## config.mk

```make
export PLATFORM = sky130hd
export DESIGN_NAME = uart_echo_ctrl
export DESIGN_NICKNAME = d
export VERILOG_FILES = /design/src/rtl/uart_echo_ctrl_pkg.sv /design/src/rtl/uart_echo_ctrl_timer.sv /design/src/rtl/uart_echo_ctrl.sv
export SDC_FILE = /design/constraint.sdc
export NUM_CORES = 1
export LEC_CHECK = 0
export BUFFER_PORTS_ARGS = -buffer_cell sky130_fd_sc_hd__buf_2
export CORE_MARGIN = 2
export CORE_UTILIZATION = 42
export DETAILED_ROUTE_END_ITERATION = 8
export PLACE_DENSITY_LB_ADDON = 0.3
export RECOVER_POWER = 25
export SLEW_MARGIN = 20
export SYNTH_ARGS = -nofsm -noshare
export SYNTH_HDL_FRONTEND = slang
export SYNTH_HIERARCHICAL = 1
export SYNTH_SLANG_ARGS = --single-unit
```

## constraint.sdc

```tcl
create_clock -name clk -period 2.2 [get_ports clk]
set_clock_uncertainty 0.15 [all_clocks]
set_input_delay 0.44 -clock clk [delete_from_list [all_inputs] [get_ports clk]]
set_output_delay 0.44 -clock clk [all_outputs]
set_load 0.01 [all_outputs]
```

## src/rtl/uart_echo_ctrl_pkg.sv

```systemverilog
// Shared definitions for the UART echo controller: FSM states, failure codes,
// default timeout and a saturating counter helper.
package uart_echo_ctrl_pkg;

  typedef enum logic [1:0] {
    IDLE      = 2'd0,
    SEND      = 2'd1,
    WAIT_ECHO = 2'd2,
    REPORT    = 2'd3
  } state_t;

  localparam logic [1:0] ERR_NONE     = 2'b00;
  localparam logic [1:0] ERR_TIMEOUT  = 2'b01;
  localparam logic [1:0] ERR_MISMATCH = 2'b10;
  localparam logic [1:0] ERR_PARITY   = 2'b11;

  localparam int DEFAULT_TIMEOUT_CYCLES = 256;

  function automatic logic [15:0] sat_inc16(input logic [15:0] v);
    return (v == 16'hFFFF) ? v : v + 16'd1;
  endfunction

endpackage

```

## src/rtl/uart_echo_ctrl_timer.sv

```systemverilog
// Echo timeout down-counter: load starts a new window, expired is high once
// the count has run down to zero.
module uart_timeout_timer #(
  parameter int TIMEOUT_CYCLES = 256
) (
  input  logic clk,
  input  logic reset,
  input  logic load,
  input  logic enable,
  output logic expired
);

  localparam int TW = $clog2(TIMEOUT_CYCLES + 1);
  // Loaded on the tx_start cycle, so reaching zero lands exactly TIMEOUT_CYCLES later.
  localparam logic [TW-1:0] LOAD_VAL = TW'(TIMEOUT_CYCLES - 1);

  logic [TW-1:0] count_q;

  always_ff @(posedge clk) begin
    if (!reset) begin
      count_q <= '0;
    end else if (load) begin
      count_q <= LOAD_VAL;
    end else if (enable && (count_q != '0)) begin
      count_q <= count_q - TW'(1);
    end
  end

  assign expired = (count_q == '0);

endmodule

```

## src/rtl/uart_echo_ctrl.sv

```systemverilog
// Sends a byte, waits for its echo, retries on timeout/mismatch/parity error.
// Optional statistics counters are built only when ECHO_STATS_EN is defined.
module uart_echo_ctrl
  import uart_echo_ctrl_pkg::*;
#(
  parameter int TIMEOUT_CYCLES = DEFAULT_TIMEOUT_CYCLES,
  parameter int MAX_RETRIES    = 3
) (
  input  logic        clk,
  input  logic        reset,
  input  logic [7:0]  cmd_data,
  input  logic        cmd_valid,
  output logic        cmd_ready,
  output logic [7:0]  tx_data,
  output logic        tx_start,
  input  logic        tx_busy,
  input  logic [7:0]  rx_data,
  input  logic        rx_done,
  input  logic        rx_parity_error,
  output logic        done,
  output logic        ok,
  output logic [1:0]  err_code,
  output logic [3:0]  retries,
  output logic [15:0] fail_count,
  output logic [15:0] retry_total
);

  state_t      state_q, state_d;
  logic [7:0]  data_q, data_d;
  logic        ok_q, ok_d;
  logic [1:0]  err_q, err_d;
  logic [3:0]  retries_q, retries_d;

  logic        timer_load;
  logic        timer_expired;
  logic        attempt_fail;
  logic        echo_ok;
  logic [1:0]  cause;
  logic        can_retry;

  uart_timeout_timer #(
    .TIMEOUT_CYCLES(TIMEOUT_CYCLES)
  ) u_timer (
    .clk     (clk),
    .reset   (reset),
    .load    (timer_load),
    .enable  (state_q == WAIT_ECHO),
    .expired (timer_expired)
  );

  assign can_retry = (retries_q < 4'(MAX_RETRIES));

  // A received byte outranks a simultaneous timeout.
  always_comb begin
    attempt_fail = 1'b0;
    echo_ok      = 1'b0;
    cause        = ERR_NONE;
    if (state_q == WAIT_ECHO) begin
      if (rx_done) begin
        if (rx_parity_error) begin
          attempt_fail = 1'b1;
          cause        = ERR_PARITY;
        end else if (rx_data != data_q) begin
          attempt_fail = 1'b1;
          cause        = ERR_MISMATCH;
        end else begin
          echo_ok = 1'b1;
        end
      end else if (timer_expired) begin
        attempt_fail = 1'b1;
        cause        = ERR_TIMEOUT;
      end
    end
  end

  always_comb begin
    state_d    = state_q;
    data_d     = data_q;
    ok_d       = ok_q;
    err_d      = err_q;
    retries_d  = retries_q;
    timer_load = 1'b0;
    case (state_q)
      IDLE: begin
        if (cmd_valid) begin
          data_d    = cmd_data;
          retries_d = 4'd0;
          ok_d      = 1'b0;
          err_d     = ERR_NONE;
          state_d   = SEND;
        end
      end
      SEND: begin
        if (!tx_busy) begin
          timer_load = 1'b1;
          state_d    = WAIT_ECHO;
        end
      end
      WAIT_ECHO: begin
        if (echo_ok) begin
          ok_d    = 1'b1;
          err_d   = ERR_NONE;
          state_d = REPORT;
        end else if (attempt_fail) begin
          err_d = cause;
          if (can_retry) begin
            retries_d = retries_q + 4'd1;
            state_d   = SEND;
          end else begin
            ok_d    = 1'b0;
            state_d = REPORT;
          end
        end
      end
      REPORT:  state_d = IDLE;
      default: state_d = IDLE;
    endcase
  end

  always_ff @(posedge clk) begin
    if (!reset) begin
      state_q   <= IDLE;
      data_q    <= 8'd0;
      ok_q      <= 1'b0;
      err_q     <= ERR_NONE;
      retries_q <= 4'd0;
    end else begin
      state_q   <= state_d;
      data_q    <= data_d;
      ok_q      <= ok_d;
      err_q     <= err_d;
      retries_q <= retries_d;
    end
  end

  assign cmd_ready = (state_q == IDLE);
  assign tx_start  = (state_q == SEND) && !tx_busy;
  assign tx_data   = data_q;
  assign done      = (state_q == REPORT);
  assign ok        = ok_q;
  assign err_code  = err_q;
  assign retries   = retries_q;

`ifdef ECHO_STATS_EN
  logic [15:0] fail_count_q;
  logic [15:0] retry_total_q;

  always_ff @(posedge clk) begin
    if (!reset) begin
      fail_count_q  <= 16'd0;
      retry_total_q <= 16'd0;
    end else begin
      if (attempt_fail && !can_retry) fail_count_q  <= sat_inc16(fail_count_q);
      if (attempt_fail && can_retry)  retry_total_q <= sat_inc16(retry_total_q);
    end
  end

  assign fail_count  = fail_count_q;
  assign retry_total = retry_total_q;
`else
  assign fail_count  = 16'd0;
  assign retry_total = 16'd0;
`endif

endmodule

```

==> results.json <==
{
  "startpoint_type": "flop",
  "hold_path.class": "in2reg",
  "status": "complete, no violations",
  "num_rows": 22,
  "synth.top_cells.by_count": "buf_4, dfxtp_1, nand2_1",
  "ys_seq_elements": 26,
  "finalSetupViolations": 0,
  "comb_power_share_pct": 23.6,
  "report.final.slew_viol_count": 0,
  "initial_core_util_pct": 43.76,
  "io_pins": 72,
  "reg2regPathDepth": 9,
  "clk_path_buf_depth": 2,
  "p_int_uw": 865.0,
  "drt_pass1_iterations": 4,
  "synth_top_cells_by_area": "dfxtp_1, buf_4, a21boi_0, xnor2_1, nand2_1",
  "multi_input_area_um2": 934.6,
  "core_area_mm2": 0.003689,
  "clock-root-buffer": "clkbuf_8",
  "max_cap_viol_count": 0,
  "tns_ns": 0,
  "power.switching_uw": 342.3,
  "synth_edf_count": 0,
  "clk_pin_slew_ns": 0.10,
  "cp_max_fo": 4,
  "power_frac_clock_pct": 33.2,
  "synth_ff_type": "dfxtp_1",
  "numCtsBuffers": 3,
  "h-tree-depth": 1,
  "cp-end-kind": "flop",
  "cts_tree": "done",
  "clkSinkCount": 26,
  "hold_depth": 3,
  "power_frac_seq_pct": 43.3,
  "vias_per_cell": 4.719,
  "io_buffer_count": 39,
  "area_growth_pct": 14.88,
  "yosysWarnings": 6,
  "dpl.cell_count": 267,
  "synth-async-reset-ratio_pct": 0,
  "place_congestion": 0.7517,
  "synth_top_area_cell": "dfxtp_1",
  "die-area_mm2": 0.004355,
  "critPathMaxStageDelay_ns": 0.48,
  "synth_top_area_share_pct": 32.25,
  "period_needed_ns": 2.103,
  "synth_most_common_cell": "buf_4",
  "drtAntennaViolNets": 0,
  "diodes": 0,
  "syn_inst": 182,
  "vias": 1293,
  "clock_latency_ns": 0.28,
  "cts_hold_buf": 0,
  "ys_seq_area_share_pct": 32.25,
  "post-route-util_pct": 50.27,
  "grt_pass1_vias": 1051,
  "route.detailed.drc": 0,
  "nFillCells": 380,
  "crit_arrival_ns": 2.13,
  "critical_path_buf_inv_count": 1,
  "antenna_found_initial": 0,
  "drt-wirelength-per-cell_um": 11.35,
  "power_density_mw_per_mm2": 651.1,
  "cp_cell_sequence": "inv_2, ha_4, or4b_4, nor2_4, nor2_2, a211o_1, nand2_1, o21ai_0, and2_1",
  "fp.dieH_um": 65.99,
  "critical-path-top-delay-family": "simple AND/OR/NAND/NOR gates",
  "setup.worst_path.class": "reg2reg",
  "cp.depth": 9,
  "hold_viol_final": 0,
  "max_freq_mhz": 475.5,
  "first_iter_violations": 32,
  "drive_gt1_share_pct": 26.55,
  "vdd_drop_max_mv": 0.4116,
  "nNetsFinal": 251,
  "grt_max_degree": 28,
  "grtUsageTotal_pct": 14.52,
  "hold_slack_ns": 0.2501,
  "synth_area_mm2": 0.001614,
  "die_w_um": 65.99,
  "seq_area_um2": 523.0,
  "leakage_uw": 0.0008033,
  "dp_hpwl_um": 2322,
  "worst_ep_required_time_ns": 2.23,
  "worst_path_max_delay_cell": "or4b_4",
  "grt_overflow_total": 0,
  "grt_pass1_wl_um": 4892,
  "wirelength_um": 3110,
  "swShare_pct": 28.36,
  "synth_cell_type_count": 48,
  "instances_no_fill": 274,
  "timing.final.crit_share_pct": 95.60,
  "synth.avg_cell_area_um2": 8.868
}
-- layout make-up --
class	instances	share of cell area, %
clock buffer	3	2.227
clock inverter	1	1.619
inverter	6	1.215
multi-input combinational	143	50.40
sequential	26	28.21
tap	48	3.239
timing repair buffer	47	13.09
-- state kept, by name, indices dropped and copies added (netlist names) --
register         cells
err_code             2
ok                   1
retries              4
state_q              2
tx_data              8
u_timer/count_q      9
-- per-stage QoR --
step,cell area (µm²),setup slack [ns],total power (µW)
floorplan,1730,0.004879,760.8
global placement,1744,0.07880,787.0
detailed placement,1744,-0.005019,789.6
CTS,1815,0.03028,1187
global route,1854,-0.009666,1266
finish,1854,0.09680,1207
-- power by group through the flow --
stage	registers (µW)	logic, µW	clock network (µW)
6_report	522	285	400
5_1_grt	526	319	421
4_1_cts	520	261	406
3_5_place_dp	531	259	0
3_3_place_gp	530	257	0
2_1_floorplan	535	226	0
-- final timing paths --
path | end | slack [ns] | from
worst min-delay path | tx_data[3] | 0.25 | cmd_data[3]
worst min register to register | u_timer/count_q[8] | 0.30 | u_timer/count_q[8]
worst max-delay path | err_code[1] | 0.1 | u_timer/count_q[1]
worst max register to register | err_code[1] | 0.1 | u_timer/count_q[1]
-- routing by layer --
layer  vias to the layer above  GRT usage [%]  part of all wire, %
met3                         4          3.066                  6.3
met2                        46          24.37                   49
met4                         0          5.357                  1.4
met5                         -              0                    0
met1                       599          18.24                   43
li1                        644              -                    -
-- kinds of logic (layout without fill, tap and decap cells) --
group | count (synthesis) | in the layout | share of synthesized area (%)
AO/OA/AOI/OAI | 34 | 34 | 16.28
buffers and inverters | 44 | 57 | 18.68
adder cells (fa/ha/maj) | 2 | 2 | 1.550
multiplexers | 4 | 4 | 2.481
AND/OR/NAND/NOR | 58 | 58 | 21.47
other | 1 | 32 | 0.2323
XOR/XNOR | 13 | 13 | 7.054
flip-flops | 26 | 26 | 32.25
-- repair_timing --
| item | 4_1_cts | 5_1_grt |
|---|---|---|
| gates resized for setup | 0 | 10 |
| pin swaps | 2 | 2 |
| endpoints found under the hold margin | 0 | 0 |
| buffers inserted | 0 | 3 |
| setup endpoints to repair | 1 | 3 |
-- tightest hold or removal path, cell delays in order --
cell      delay, ns
buf_2          0.09
nand2_1        0.04
a21boi_0       0.06
-- cell usage in the layout (no fill, tap or decap), types with 2 or more instances in the layout --
| cell type | count |
|---|---|
| a21boi_0 | 12 |
| a21boi_1 | 2 |
| a21oi_1 | 3 |
| a31oi_1 | 2 |
| and2_1 | 2 |
| buf_2 | 29 |
| buf_4 | 8 |
| clkbuf_1 | 10 |
| clkbuf_8 | 3 |
| conb_1 | 32 |
| dfxtp_1 | 24 |
| dfxtp_2 | 2 |
| inv_1 | 3 |
| inv_2 | 3 |
| mux2i_1 | 4 |
| nand2_1 | 23 |
| nand3_1 | 6 |
| nand3b_1 | 2 |
| nor2_1 | 3 |
| nor2_2 | 2 |
| nor3_1 | 3 |
| nor4_1 | 2 |
| nor4_4 | 2 |
| o21ai_0 | 4 |
| o31a_1 | 2 |
| xnor2_1 | 10 |
| xor2_1 | 3 |
(Power assumes the default switching activity.)
